==> src/rtl/game_pkg.sv <==
// Shared game definitions: status encodings, move bit indices and small helpers.
package game_pkg;

  typedef enum logic [1:0] {
    CHOSE_BOARD  = 2'b00,
    GAMING       = 2'b01,
    GAME_INITIAL = 2'b10,
    WINNED       = 2'b11
  } game_status_e;

  localparam int NUM_MOVES = 4;
  localparam int MOVE_0    = 0;
  localparam int MOVE_1    = 1;
  localparam int MOVE_2    = 2;
  localparam int MOVE_3    = 3;

  typedef enum logic [1:0] {
    ST_IDLE = 2'b00,
    ST_EMIT = 2'b01,
    ST_GAP  = 2'b10
  } enc_state_e;

  // Isolate the lowest set bit, so move 0 wins over move 3.
  function automatic logic [NUM_MOVES-1:0] lowest_onehot(input logic [NUM_MOVES-1:0] req);
    return req & (~req + {{(NUM_MOVES-1){1'b0}}, 1'b1});
  endfunction

endpackage

==> src/rtl/key_debounce.sv <==
// One button: two-flop synchronizer followed by a hold-time debouncer.
// press_o pulses for one cycle when the debounced level goes 0->1.
module key_debounce #(
  parameter int DEBOUNCE_CYCLES = 16
) (
  input  logic clk,
  input  logic reset,
  input  logic raw_i,
  output logic level_o,
  output logic press_o
);

  localparam int CNT_W = (DEBOUNCE_CYCLES > 1) ? $clog2(DEBOUNCE_CYCLES) : 1;
  localparam logic [CNT_W-1:0] CNT_LAST = CNT_W'(DEBOUNCE_CYCLES - 1);

  logic             sync1_q;
  logic             sync2_q;
  logic             level_q;
  logic             press_q;
  logic [CNT_W-1:0] cnt_q;

  // Synchronize, then accept a new level only after it has disagreed for the full hold time.
  always_ff @(posedge clk) begin
    if (!reset) begin
      sync1_q <= 1'b0;
      sync2_q <= 1'b0;
      level_q <= 1'b0;
      press_q <= 1'b0;
      cnt_q   <= '0;
    end else begin
      sync1_q <= raw_i;
      sync2_q <= sync1_q;
      press_q <= 1'b0;
      if (sync2_q != level_q) begin
        if (cnt_q == CNT_LAST) begin
          level_q <= sync2_q;
          press_q <= sync2_q;
          cnt_q   <= '0;
        end else begin
          cnt_q <= cnt_q + 1'b1;
        end
      end else begin
        cnt_q <= '0;
      end
    end
  end

  assign level_o = level_q;
  assign press_o = press_q;

endmodule

==> src/rtl/move_encoder.sv <==
// Turns four debounced buttons into one-hot move strobes, one move per slot,
// each slot followed by a fixed number of idle cycles.
module move_encoder
  import game_pkg::*;
#(
  parameter int DEBOUNCE_CYCLES = 16,
  parameter int GAP_CYCLES      = 1
) (
  input  logic       clk,
  input  logic       reset,
  input  logic [3:0] btn_raw,
  input  logic [1:0] game_status,
  output logic [3:0] act,
  output logic       active
);

  localparam int GAP_W = (GAP_CYCLES > 1) ? $clog2(GAP_CYCLES) : 1;
  localparam logic [GAP_W-1:0] GAP_LAST = GAP_W'(GAP_CYCLES - 1);

  logic [NUM_MOVES-1:0] level;
  logic [NUM_MOVES-1:0] press;

  for (genvar i = 0; i < NUM_MOVES; i++) begin : g_key
    key_debounce #(
      .DEBOUNCE_CYCLES(DEBOUNCE_CYCLES)
    ) u_key (
      .clk    (clk),
      .reset  (reset),
      .raw_i  (btn_raw[i]),
      .level_o(level[i]),
      .press_o(press[i])
    );
  end

  enc_state_e           state_q;
  logic [NUM_MOVES-1:0] pending_q;
  logic [NUM_MOVES-1:0] act_q;
  logic                 active_q;
  logic [GAP_W-1:0]     gap_q;

  logic [NUM_MOVES-1:0] req_d;
  logic [NUM_MOVES-1:0] pick_d;
  logic                 winned;
  logic                 gap_done;
  logic                 emit_now;

  // A press counts only while its debounced level is high; the FSM also sees
  // presses arriving this very cycle so the first move is not delayed a cycle.
  always_comb begin
    req_d    = pending_q | (press & level);
    pick_d   = lowest_onehot(req_d);
    winned   = (game_status == WINNED);
    gap_done = (gap_q == GAP_LAST);
    emit_now = (req_d != '0) && !winned &&
               ((state_q == ST_IDLE) || ((state_q == ST_GAP) && gap_done));
  end

  // Slot sequencer: IDLE waits for work, EMIT shows one move, GAP enforces spacing.
  always_ff @(posedge clk) begin
    if (!reset) begin
      state_q   <= ST_IDLE;
      pending_q <= '0;
      act_q     <= '0;
      active_q  <= 1'b0;
      gap_q     <= '0;
    end else begin
      act_q     <= '0;
      active_q  <= 1'b0;
      pending_q <= winned ? '0 : req_d;
      case (state_q)
        ST_IDLE: ;
        ST_EMIT: begin
          state_q <= ST_GAP;
          gap_q   <= '0;
        end
        ST_GAP: begin
          if (gap_done) state_q <= ST_IDLE;
          else          gap_q   <= gap_q + 1'b1;
        end
        default: state_q <= ST_IDLE;
      endcase
      if (emit_now) begin
        state_q   <= ST_EMIT;
        act_q     <= pick_d;
        active_q  <= 1'b1;
        pending_q <= req_d & ~pick_d;
      end
    end
  end

  assign act    = act_q;
  assign active = active_q;

endmodule

==> config.mk <==
export PLATFORM = sky130hd
export DESIGN_NAME = move_encoder
export DESIGN_NICKNAME = d
export VERILOG_FILES = /design/src/rtl/game_pkg.sv /design/src/rtl/key_debounce.sv /design/src/rtl/move_encoder.sv
export SDC_FILE = /design/constraint.sdc
export NUM_CORES = 1
export LEC_CHECK = 0
export ABC_AREA = 1
export BUFFER_PORTS_ARGS = -buffer_cell sky130_fd_sc_hd__buf_2
export CAP_MARGIN = 20
export CORE_MARGIN = 5
export CORE_UTILIZATION = 45
export CTS_CLUSTER_SIZE = 10
export DETAILED_ROUTE_END_ITERATION = 6
export HOLD_SLACK_MARGIN = 0.03
export MAX_ROUTING_LAYER = met4
export PLACE_DENSITY = 0.65
export SYNTH_ARGS = -nofsm -noshare
export SYNTH_HDL_FRONTEND = slang
export SYNTH_SLANG_ARGS = --single-unit
==> constraint.sdc <==
create_clock -name clk -period 1.05 [get_ports clk]
set_clock_uncertainty 0.1 [all_clocks]
set_input_delay 0.105 -clock clk [delete_from_list [all_inputs] [get_ports clk]]
set_output_delay 0.105 -clock clk [all_outputs]
set_load 0.005 [all_outputs]
======== Yosys cells after proc, flatten, opt, wreduce, memory -nomap -nowiden ========
Index checks and enable logic that the tools add are counted.
cells by class
  add/sub/neg operators ................... 6
  eq/ne operators ......................... 14
  multiplexer cells ....................... 8
  bitwise logic cells ..................... 13
  reduce and logical (&&, ||, !) cells .... 24
operators with widths
  cell                                                  count
  adder 4 x 1 -> 4 bit (second input constant)          5
  equality test 4 bit (second input constant)           4
  AND reduction 2 bit                                   7
  bitwise AND 4 bit                                     3
  AND reduction 3 bit                                   4
  OR reduction 3 bit                                    4
  2-to-1 mux 4 bit                                      2
  inverter 4 bit                                        2
  inverter 1 bit                                        7
  case mux 2 bit (3 select lines)                       1
  equality test 2 bit (second input constant)           2
  inequality test 1 bit                                 4
  inequality test 2 bit (second input constant)         2
  OR 4 bit                                              1
  nonzero test 4 bit                                    1
  logical AND 1 bit                                     3
  2-to-1 mux 1 bit                                      3
  inequality test 3 bit (second input constant)         1
  equality test 2 x 1 -> 1 bit (second input constant)  1
  logical NOT 2 bit                                     1
  2-to-1 mux 2 bit                                      1
  case mux 1 bit (2 select lines)                       1
  nonzero test 2 bit                                    1
  OR reduction 2 bit                                    1
  3 further kinds                                       3
storage, ports and cells
  bits in registers ....................... 44
  input port bits ......................... 8
  output and inout port bits .............. 5

======== Logic depth before layout (Yosys ltp) ========
Gate-level depths: netlist of run 1.
  depth after elaboration ................. 8
  depth in mapped cells ................... 7

======== By module ========
A second synthesis of run 1 with hierarchy kept.
unflattened totals
  cell total of the unflattened synthesis .. 191
  area total of the unflattened synthesis .. 1,612.8 µm²
modules (own cells, without submodules)
  module        instances  cells an instance  area an instance (µm²)  sequential area each (µm²)
  key_debounce  4          34                 294.0                   160.2
  move_encoder  1          55                 436.7                   200.2

======== Least setup slack after synthesis of run 1 ========
No wires, ideal clock.
  kind .................................... register to register
  start ................................... register g_key[0].u_key.cnt_q[0]
  end ..................................... register g_key[0].u_key.level_q
  setup time .............................. 0.123 ns
  arrival time ............................ 0.821 ns
  required time ........................... 0.827 ns
  path slack .............................. 0.007 ns
  stages on the path, launching flop included .. 5
  path buffers ............................ 0
  period minus slack after synthesis ...... 1.043 ns
  cells stage by stage .................... dfxtp_1 > ha_1 > nand3_1 > o21ai_0 > a21oi_1
on the way
  longest elaborated chain between the ends .. 2
ends and longest elaborated chain
  element                               RTL line            source
  start, declared                       key_debounce.sv:20  logic [CNT_W-1:0] cnt_q;
  start signal, assigned                key_debounce.sv:40  cnt_q <= cnt_q + 1'b1;
  equality test 4 bit                   key_debounce.sv:35  if (cnt_q == CNT_LAST) begin
  AND reduction 2 bit (no source line)  -
  end signal, assigned                  key_debounce.sv:36  level_q <= sync2_q;
  end, declared                         key_debounce.sv:18  logic level_q;
No other way between the ends.
A chain may end at the register's enable or synchronous reset.

======== Final worst setup path of run 1 ========
  start ................................... register g_key[3].u_key.cnt_q[0]
  end ..................................... register g_key[3].u_key.cnt_q[0]
on the way
  longest elaborated chain between the ends .. 2
ends and longest elaborated chain
  element                                                       RTL line
  start, declared                                               key_debounce.sv:20
  start signal, assigned                                        key_debounce.sv:40
  branches (longest 2 deep; another with adder 4 x 1 -> 4 bit)  -
Several ways; the timed one is not identified.

==> results.ini, run 1 <==
[run_status]
status = complete, but fails checks
violations = setup timing

[global_route]
grt_max_degree = 14
grt_antenna_before_repair = 0
grt_pass1_wl_um = 4990
grt_pass1_vias = 1246
grt_overflow = 0
grt_util_all_layers_pct = 13.1

[setup_path]
cp.arrival_ns = 1.28
worstSetupPathType = flop to flop
r2r_start = g_key[3].u_key.cnt_q[0]
worst_ep_required_time_ns = 1.24
crit_chain = ha_4 > nand3_4 > nand4_1 > nor2_1
worstSetupStartpointType = flop
cp.depth = 4
startpoint = g_key[3].u_key.cnt_q[0]
cpLargestDelayFamily = simple AND/OR/NAND/NOR gates
path_buf_inv = 0
crit_path_end_kind = flop
cp_slowest_cell = dfxtp_4
slowest_delay_ns = 0.38
cp_max_fo = 4
ff2ff_path_depth = 4

[sta]
maxSlewHeadroom_pct = 82.0
fin_hold_ws_ns = 0.0246
period_share_pct = 104
finalSetupViolCount = 22
period_needed_ns = 1.10
worst_slack_ns = -0.0472
hold_viol_final = 0
drv_slew = 0
worst_pin_slew_ns = 0.270
finalSetupTns_ns = -0.524
rsz0062_at_grt = yes
clock.fmax_ghz = 0.911

[floorplanning]
fp.dieH_um = 69.7
row_count = 21
fp.dieW_um = 69.7
core_area_um2 = 3390
start_util_pct = 47.2
io_pins = 13
dieArea_um2 = 4850

[yosys]
yosys_warnings = 0
postSynthCellCount = 179
avgSynthCellArea_um2 = 8.95
ys_seq_elements = 42
synth_fp_nets = 191
synth_cell_types = 22
ys_seq_area_share_pct = 52.5
netlist_area_um2 = 1600

[clock_network]
hold_buffers = 5
clock_path_buffers = 2
clkTransAtPathRegs_ns = 0.12
htreeDepth = 2
clk_latency_ns = 0.35
cts_root_buf = clkbuf_4
numCtsBuffers = 5
cts_sinks = 42
cts_tree = built

[routing]
drt-total-wl_um = 2960
wl_per_cell_um = 11.3
ant_nets = 0
drt-initial-drc-count = 47
vias_per_cell = 4.66
firstDrtPassIters = 3
num_vias = 1221
drcViolationCount = 0

[placement]
io_buffer_count = 12
place_ws_ns = -0.103
place_congestion = 0.757
place_hpwl_um = 1950

[final_layout]
final_cell_mix = 30 x dfxtp_1, 22 x nand2_1, 21 x inv_1, 21 x nor2_1, 13 x buf_4
post-route-util_pct = 62.8
diodes = 0
mostFrequentLayoutCell = dfxtp_1
drive_gt1_share_pct = 41.2
fin_nets = 227
syn2layout_area_growth_pct = 32.9

[power_and_ir_drop]
clkPwrFrac_pct = 36.6
p_seq_share_pct = 59.4
p_comb_share_pct = 4.0
p_int_mw = 2.15
p_leak_nw = 0.942
swShare_pct = 21.0
ir_drop_mv = 0.930
power_density_nw_per_um2 = 1280
p_sw_uw = 574

[hold_path]
holdPathStages = 5
hp-start = game_status[1]
min_path_type = input pin to flop

[job]
max-cap-violations = 0

[cells by family after synthesis]
logic type,after synthesis,share of synthesized area (%)
DFF,42,52.5
and+or+nand+nor,85,28.8
xor gates and xnor gates,8,4.37
AOI/OAI and AO/OA,10,3.83
adders and majority gates,4,3.13
buffers and inverters,30,7.34
[worst reg2reg max path, delay by kind of cell (launching register included)]
| kind | cells | cell delay [ns] |
|---|---|---|
| flops | 1 | 0.38 |
| simple gates | 3 | 0.40 |
| fa+ha+maj | 1 | 0.17 |
[worst paths after layout]
path	endpoint	slack (ns)
max	g_key[3].u_key.cnt_q[0]	-0.05
min	pending_q[1]	0.02
max reg2reg	g_key[3].u_key.cnt_q[0]	-0.05
min reg2reg	g_key[1].u_key.sync2_q	0.33
[power groups by stage]
stage / combinational [mW] / sequential [mW] / clock [mW]
final: 0.109 / 1.62 / 0.998
after global routing: 0.123 / 1.62 / 1.09
after CTS: 0.107 / 1.62 / 1.02
after detailed placement: 0.0839 / 1.66 / 0
after global placement: 0.0813 / 1.66 / 0
after floorplan: 0.0511 / 1.66 / 0
[through the flow]
stage          instance area [um^2]  std cells  power, mW
3_5_place_dp                   1770        243       1.74
5_1_grt                        2130        262       2.84
4_1_cts                        2060        261       2.75
3_3_place_gp                   1770        243       1.74
2_1_floorplan                  1600        179       1.71
6_report                       2130        262       2.73
[cell usage after synthesis, drive strengths merged]
cell type / instances / area share, %
a21oi: 6 / 2.6
buf: 2 / 0.78
dfxtp: 42 / 53
ha: 4 / 3.1
inv: 28 / 6.6
nand2: 31 / 9.8
nand3: 12 / 4.5
nand4: 9 / 3.5
nor2: 28 / 8.8
nor3: 1 / 0.63
o21ai: 4 / 1.3
or2: 4 / 1.6
xnor2: 4 / 2.2
xor2: 4 / 2.2
[registers in the layout, indices dropped and copies added (netlist names)]
signal               count
g_key.u_key.cnt_q       16
act                      4
g_key.u_key.level_o      4
g_key.u_key.press_o      4
g_key.u_key.sync1_q      4
g_key.u_key.sync2_q      4
pending_q                4
active                   1
state_q                  1
[cell type report]
class / instances / area (um^2)
clock buffer: 5 / 37.5
inverter: 28 / 105
timing repair buffer: 31 / 219
multi-input combinational: 107 / 808
fill: 273 / 1260
sequential: 42 / 861
clock inverter: 3 / 40.0
tap: 46 / 57.6
[routing by layer]
| metal | GRT usage (%) | routed length (um) | vias up |
|---|---|---|---|
| li1 | - | - | 633 |
| met1 | 12.7 | 1200 | 561 |
| met2 | 23.8 | 1580 | 16 |
| met3 | 3.48 | 92 | 11 |
| met4 | 6.81 | 89 | 0 |
| met5 | - | 0 | - |
[timing repair]
item | CTS | global route
setup endpoints to repair | 34 | 34
endpoints found under the hold margin | 8 | 1
pin swaps | 16 | 20
gates resized for setup | 34 | 18
buffers inserted | 5 | 1
Note: power is estimated with default switching activity, not from simulation.
==> run 2, diff against run 1 <==
--- a/config.mk
+++ b/config.mk
@@ -14,7 +14,6 @@
 export DETAILED_ROUTE_END_ITERATION = 6
 export HOLD_SLACK_MARGIN = 0.03
 export MAX_ROUTING_LAYER = met4
-export PLACE_DENSITY = 0.65
 export SYNTH_ARGS = -nofsm -noshare
 export SYNTH_HDL_FRONTEND = slang
 export SYNTH_SLANG_ARGS = --single-unit
==> constraint.sdc (replaced) <==
create_clock -name clk -period 1.1 [get_ports clk]
set_clock_uncertainty 0.1 [all_clocks]
set_input_delay 0.11 -clock clk [delete_from_list [all_inputs] [get_ports clk]]
set_output_delay 0.11 -clock clk [all_outputs]
set_load 0.005 [all_outputs]
==> results.ini, run 2 (synthesis results as in run 1) <==
[sta]
fin_hold_ws_ns = 0.0613  ; was 0.0246 ns
worst_pin_slew_ns = 0.265  ; was 0.270 ns
finalSetupTns_ns = 0  ; was -0.524 ns
period_share_pct = 99.0  ; was 104%
clock.fmax_ghz = 0.918  ; was 0.911 GHz
worst_slack_ns = 0.0106  ; was -0.0472 ns
hold_viol_final = 0  ; unchanged
rsz0062_at_grt = yes  ; unchanged
finalSetupViolCount = 0  ; was 22
period_needed_ns = 1.09  ; was 1.10 ns
maxSlewHeadroom_pct = 82.3  ; was 82.0%
drv_slew = 0  ; unchanged

[floorplanning]
row_count = 21  ; unchanged
start_util_pct = 47.2  ; unchanged
fp.dieH_um = 69.7  ; unchanged
fp.dieW_um = 69.7  ; unchanged
dieArea_um2 = 4850  ; unchanged
io_pins = 13  ; unchanged
core_area_um2 = 3390  ; unchanged

[power_and_ir_drop]
total_power_mw = 2.33  ; was 2.73 mW
clkPwrFrac_pct = 29.3  ; was 36.6%
ir_drop_mv = 0.939  ; was 0.930 mV
p_seq_share_pct = 66.4  ; was 59.4%
swShare_pct = 22.1  ; was 21.0%
p_sw_uw = 515  ; was 574 uW
p_int_mw = 1.82  ; was 2.15 mW
power_density_nw_per_um2 = 1140  ; was 1280 nW/um^2
p_leak_nw = 0.913  ; was 0.942 nW
p_comb_share_pct = 4.3  ; was 4.0%

[final_layout]
diodes = 0  ; unchanged
regMostFlops = g_key.u_key.cnt_q  ; unchanged
final_cell_mix = 30 x dfxtp_1, 24 x inv_1, 21 x nor2_1  ; was 30 x dfxtp_1, 22 x nand2_1, 21 x inv_1, 21 x nor2_1, 13 x buf_4
syn2layout_area_growth_pct = 28.3  ; was 32.9%
drive_gt1_share_pct = 38.5  ; was 41.2%
mostFrequentLayoutCell = dfxtp_1  ; unchanged
fin_nets = 225  ; was 227
largest_reg_flops = 16  ; unchanged

[clock_network]
clk_latency_ns = 0.34  ; was 0.35 ns
cts_sinks = 42  ; unchanged
cts_root_buf = clkbuf_4  ; unchanged
numCtsBuffers = 5  ; unchanged
clkTransAtPathRegs_ns = 0.11  ; was 0.12 ns
cts_tree = built  ; unchanged
clock_path_buffers = 2  ; unchanged
htreeDepth = 2  ; unchanged

[placement]
place_congestion = 0.854  ; was 0.757
io_buffer_count = 12  ; unchanged
place_ws_ns = -0.0475  ; was -0.103 ns
place_hpwl_um = 1760  ; was 1950 um

[routing]
num_vias = 1164  ; was 1221
dr_wl_met3_um = 99  ; was 92 um
drt-initial-drc-count = 22  ; was 47
vias_per_cell = 4.49  ; was 4.66
highest_layer = met4  ; unchanged
drt-total-wl_um = 2560  ; was 2960 um
drcViolationCount = 0  ; unchanged
ant_nets = 0  ; unchanged
wl_met1_um = 1130  ; was 1200 um
wl_met2_um = 1300  ; was 1580 um
firstDrtPassIters = 4  ; was 3
wl_per_cell_um = 9.90  ; was 11.3 um

[global_route]
grt_pass1_vias = 1155  ; was 1246
grt_overflow = 0  ; unchanged
grt_max_degree = 13  ; was 14
grt_pass1_wl_um = 4560  ; was 4990 um
grt_util_all_layers_pct = 11.9  ; was 13.1%
grt_antenna_before_repair = 0  ; unchanged

[hold_path]
min_path_type = input pin to flop  ; unchanged

[run_status]
status = finished, final reports clean  ; was complete, but fails checks

[job]
max-cap-violations = 0  ; unchanged

[setup_path]
cp.arrival_ns = 1.26  ; was 1.28 ns
worstSetupPathType = flop to flop  ; unchanged
worstSetupStartpointType = flop  ; unchanged
cp_max_fo = 3  ; was 4
crit_path_end_kind = flop  ; unchanged
worst_ep_required_time_ns = 1.27  ; was 1.24 ns

-- run 2: cell types whose count changed in the layout (fill, tap and decap cells not counted), sizes merged --
cell and delta:
buf -4, clkbuf +1, dlygate4sd3 +1, bufinv -1
-- run 2: final timing paths --
| path | startpoint | endpoint | slack (ns) | cells after the start |
|---|---|---|---|---|
| max | g_key[0].u_key.cnt_q[1] | g_key[0].u_key.level_o | 0.01 | 5 |
| min | game_status[0] | pending_q[1] | 0.06 | 5 |
| max reg2reg | g_key[0].u_key.cnt_q[1] | g_key[0].u_key.level_o | 0.01 | 5 |
| min reg2reg | g_key[3].u_key.sync1_q | g_key[3].u_key.sync2_q | 0.32 | 2 |
-- run 2: metrics by stage --
step | utilization (%) | instances | area, um^2
floorplan | - | 179 | 1600
global placement | 52.1 | 243 | 1770
detailed placement | 52.1 | 243 | 1770
CTS | 56.6 | 257 | 1920
global route | 60.6 | 259 | 2050
finish | 60.6 | 259 | 2050
-- run 2: timing repair --
| item | CTS | global route |
|---|---|---|
| gates resized for setup | 14 | 31 |
| endpoints found under the setup margin | 20 | 34 |
| hold buffers | 6 | 0 |
| endpoints found under the hold margin | 10 | 0 |
| pin swaps | 10 | 22 |
| setup buffers | 1 | 2 |
-- run 2: final cells by class --
type / instances / area (um^2)
Clock buffer: 5 / 37.5
Clock inverter: 2 / 10.0
Fill cell: 293 / 1340
Inverter: 28 / 105
Multi-Input combinational cell: 107 / 781
Sequential cell: 42 / 858
Tap cell: 46 / 57.6
Timing Repair Buffer: 29 / 205
-- run 2: routing by layer --
layer | vias to the layer above | track usage, %
met3 | 4 | 4.64
met5 | - | -
met4 | 0 | 5.11
met1 | 518 | 12.5
met2 | 15 | 19.8
li1 | 627 | -
-- run 2: power groups by stage --
stage                     Sequential, mW  Combinational (mW)  Clock [mW]
after floorplan                     1.58              0.0488           0
after global placement              1.58              0.0767           0
after detailed placement            1.58              0.0794           0
after CTS                           1.55              0.0965       0.724
after global routing                1.55               0.115       0.786
final                               1.55               0.101       0.683
-- run 2: worst max-delay path: stages (launching register included) --
cell,delay [ns]
dfxtp_2,0.37
ha_4,0.15
nand3_4,0.08
inv_2,0.05
nand4_1,0.11
a21oi_2,0.17
==> run 3, diff against run 2 <==
--- a/config.mk
+++ b/config.mk
@@ -6,14 +6,15 @@
 export NUM_CORES = 1
 export LEC_CHECK = 0
 export ABC_AREA = 1
-export BUFFER_PORTS_ARGS = -buffer_cell sky130_fd_sc_hd__buf_2
 export CAP_MARGIN = 20
 export CORE_MARGIN = 5
 export CORE_UTILIZATION = 45
 export CTS_CLUSTER_SIZE = 10
 export DETAILED_ROUTE_END_ITERATION = 6
+export DONT_BUFFER_PORTS = 1
 export HOLD_SLACK_MARGIN = 0.03
 export MAX_ROUTING_LAYER = met4
+export SLEW_MARGIN = 20
 export SYNTH_ARGS = -nofsm -noshare
 export SYNTH_HDL_FRONTEND = slang
 export SYNTH_SLANG_ARGS = --single-unit
==> results.ini, run 3 (synthesis results as in run 1) <==
[placement]
place_congestion = 0.858  ; was 0.854
place_inst = 228  ; was 243
place_ws_ns = -0.0685  ; was -0.0475 ns
io_buffer_count = 0  ; was 12
place_hpwl_um = 1750  ; was 1760 um

[final_layout]
regArea_um2 = 858  ; unchanged
drive_gt1_share_pct = 31.3  ; was 38.5%
post-route-util_pct = 58.0  ; was 60.6%
fillers = 314  ; was 293
regMostFlops = g_key.u_key.cnt_q  ; unchanged
syn2layout_area_growth_pct = 22.8  ; was 28.3%
largest_reg_flops = 16  ; unchanged
fin_nets = 211  ; was 225
diodes = 0  ; unchanged
final_cell_count_no_fill = 244  ; was 259
multi_input_area_um2 = 762  ; was 781 um^2
mostFrequentLayoutCell = dfxtp_1  ; unchanged
final_cell_mix = 30 x dfxtp_1, 23 x inv_1, 22 x nand2_1  ; was 30 x dfxtp_1, 24 x inv_1, 21 x nor2_1

[sta]
hold_viol_final = 27  ; was 0
maxSlewHeadroom_pct = 79.0  ; was 82.3%
period_needed_ns = 1.09  ; about the same
rsz0062_at_grt = yes  ; unchanged
period_share_pct = 98.9  ; was 99.0%
fin_hold_ws_ns = -0.232  ; was 0.0613 ns
worst_pin_slew_ns = 0.314  ; was 0.265 ns
drv_slew = 0  ; unchanged
clock.fmax_ghz = 0.920  ; was 0.918 GHz
finalSetupViolCount = 0  ; unchanged
worst_slack_ns = 0.0126  ; was 0.0106 ns

[floorplanning]
start_util_pct = 47.2  ; unchanged
fp.dieW_um = 69.7  ; unchanged
core_area_um2 = 3390  ; unchanged
fp.dieH_um = 69.7  ; unchanged
row_count = 21  ; unchanged
io_pins = 13  ; unchanged
dieArea_um2 = 4850  ; unchanged

[clock_network]
cts_tree = built  ; unchanged
hold_buffers = 8  ; was 6
cts_sinks = 42  ; unchanged
numCtsBuffers = 5  ; unchanged
clock_path_buffers = 2  ; unchanged
clk_latency_ns = 0.33  ; was 0.34 ns
htreeDepth = 2  ; unchanged
cts_root_buf = clkbuf_4  ; unchanged
clkTransAtPathRegs_ns = 0.11  ; about the same

[routing]
firstDrtPassIters = 2  ; was 4
num_vias = 1135  ; was 1164
dr_wl_met3_um = 111  ; was 99 um
wl_met1_um = 1140  ; was 1130 um
vias_per_cell = 4.65  ; was 4.49
drt-initial-drc-count = 51  ; was 22
ant_nets = 0  ; unchanged
drcViolationCount = 0  ; unchanged
highest_layer = met4  ; unchanged
wl_met2_um = 1240  ; was 1300 um
wl_per_cell_um = 10.4  ; was 9.90 um
drt-total-wl_um = 2530  ; was 2560 um

[global_route]
grt_util_all_layers_pct = 12.1  ; was 11.9%
grt_antenna_before_repair = 0  ; unchanged
grt_pass1_wl_um = 4640  ; was 4560 um
grt_overflow = 0  ; unchanged
grt_max_degree = 17  ; was 13
grt_pass1_vias = 1147  ; was 1155

[power_and_ir_drop]
ir_drop_mv = 0.764  ; was 0.939 mV
total_power_mw = 2.35  ; was 2.33 mW
power_density_nw_per_um2 = 1190  ; was 1140 nW/um^2
p_leak_nw = 0.820  ; was 0.913 nW

[job]
max-cap-violations = 0  ; unchanged

[setup_path]
cp_max_fo = 3  ; unchanged
r2r_slack_ns = 0.01  ; about the same
cp.arrival_ns = 1.25  ; was 1.26 ns
worst_ep_required_time_ns = 1.27  ; about the same
crit_path_end_kind = flop  ; unchanged
worstSetupPathType = flop to flop  ; unchanged
worstSetupStartpointType = flop  ; unchanged

[hold_path]
min_path_type = input pin to flop  ; unchanged

[run_status]
violations = hold timing
status = complete, but fails checks  ; was finished, final reports clean

run 3: cell count changes in the layout (fill, tap and decap cells not counted), moves of 2 or more:
cell,before,now
buf_2,11,0
buf_4,11,7
clkinv_2,2,0
dlygate4sd3_1,6,8
nand2_1,20,22
run 3: metal layers:
layer | track usage [%] | vias up
met3 | 4.35 | 4
met4 | 5.11 | 0
met2 | 20.0 | 15
met5 | - | -
met1 | 13.0 | 519
li1 | - | 597
run 3: power breakdown:
group          switching [mW]  internal [mW]  total (mW)  leakage [nW]
Clock                   0.432          0.288       0.721        0.0302
Combinational          0.0371         0.0438      0.0809         0.443
Sequential             0.0117           1.54        1.55         0.347
Total                   0.481           1.87        2.35         0.820
run 3: cell type report:
cell class / instances / area share (%)
Clock buffer: 6 / 2.61
Tap cell: 46 / 2.93
Timing Repair Buffer: 15 / 6.74
Multi-Input combinational cell: 107 / 38.7
Sequential cell: 42 / 43.6
Inverter: 28 / 5.34
run 3: final timing paths:
check	from	end	cells past startpoint
worst min register to register	g_key[3].u_key.sync1_q	g_key[3].u_key.sync2_q	2
worst min-delay path	reset	g_key[3].u_key.sync2_q	2
worst max-delay path	g_key[0].u_key.cnt_q[0]	g_key[0].u_key.level_o	5
worst max register to register	g_key[0].u_key.cnt_q[0]	g_key[0].u_key.level_o	5
run 3: stage by stage:
stage	cell area (um^2)	TNS [ns]
floorplan	1600	0
global placement	1680	-0.0186
detailed placement	1680	-0.514
CTS	1870	0
global route	1970	-1.05
finish	1970	0
run 3: timing repair:
item,4_1_cts,5_1_grt
buffers inserted,0,2
pin swaps,10,15
setup endpoints to repair,22,34
gates resized for setup,17,24
endpoints found under the hold margin,42,27
run 3: critical path: stages (launching register included):
cell     delay, ns
dfxtp_4       0.38
ha_4          0.15
nand3_4       0.08
inv_1         0.06
nand4_1       0.10
a21oi_1       0.15
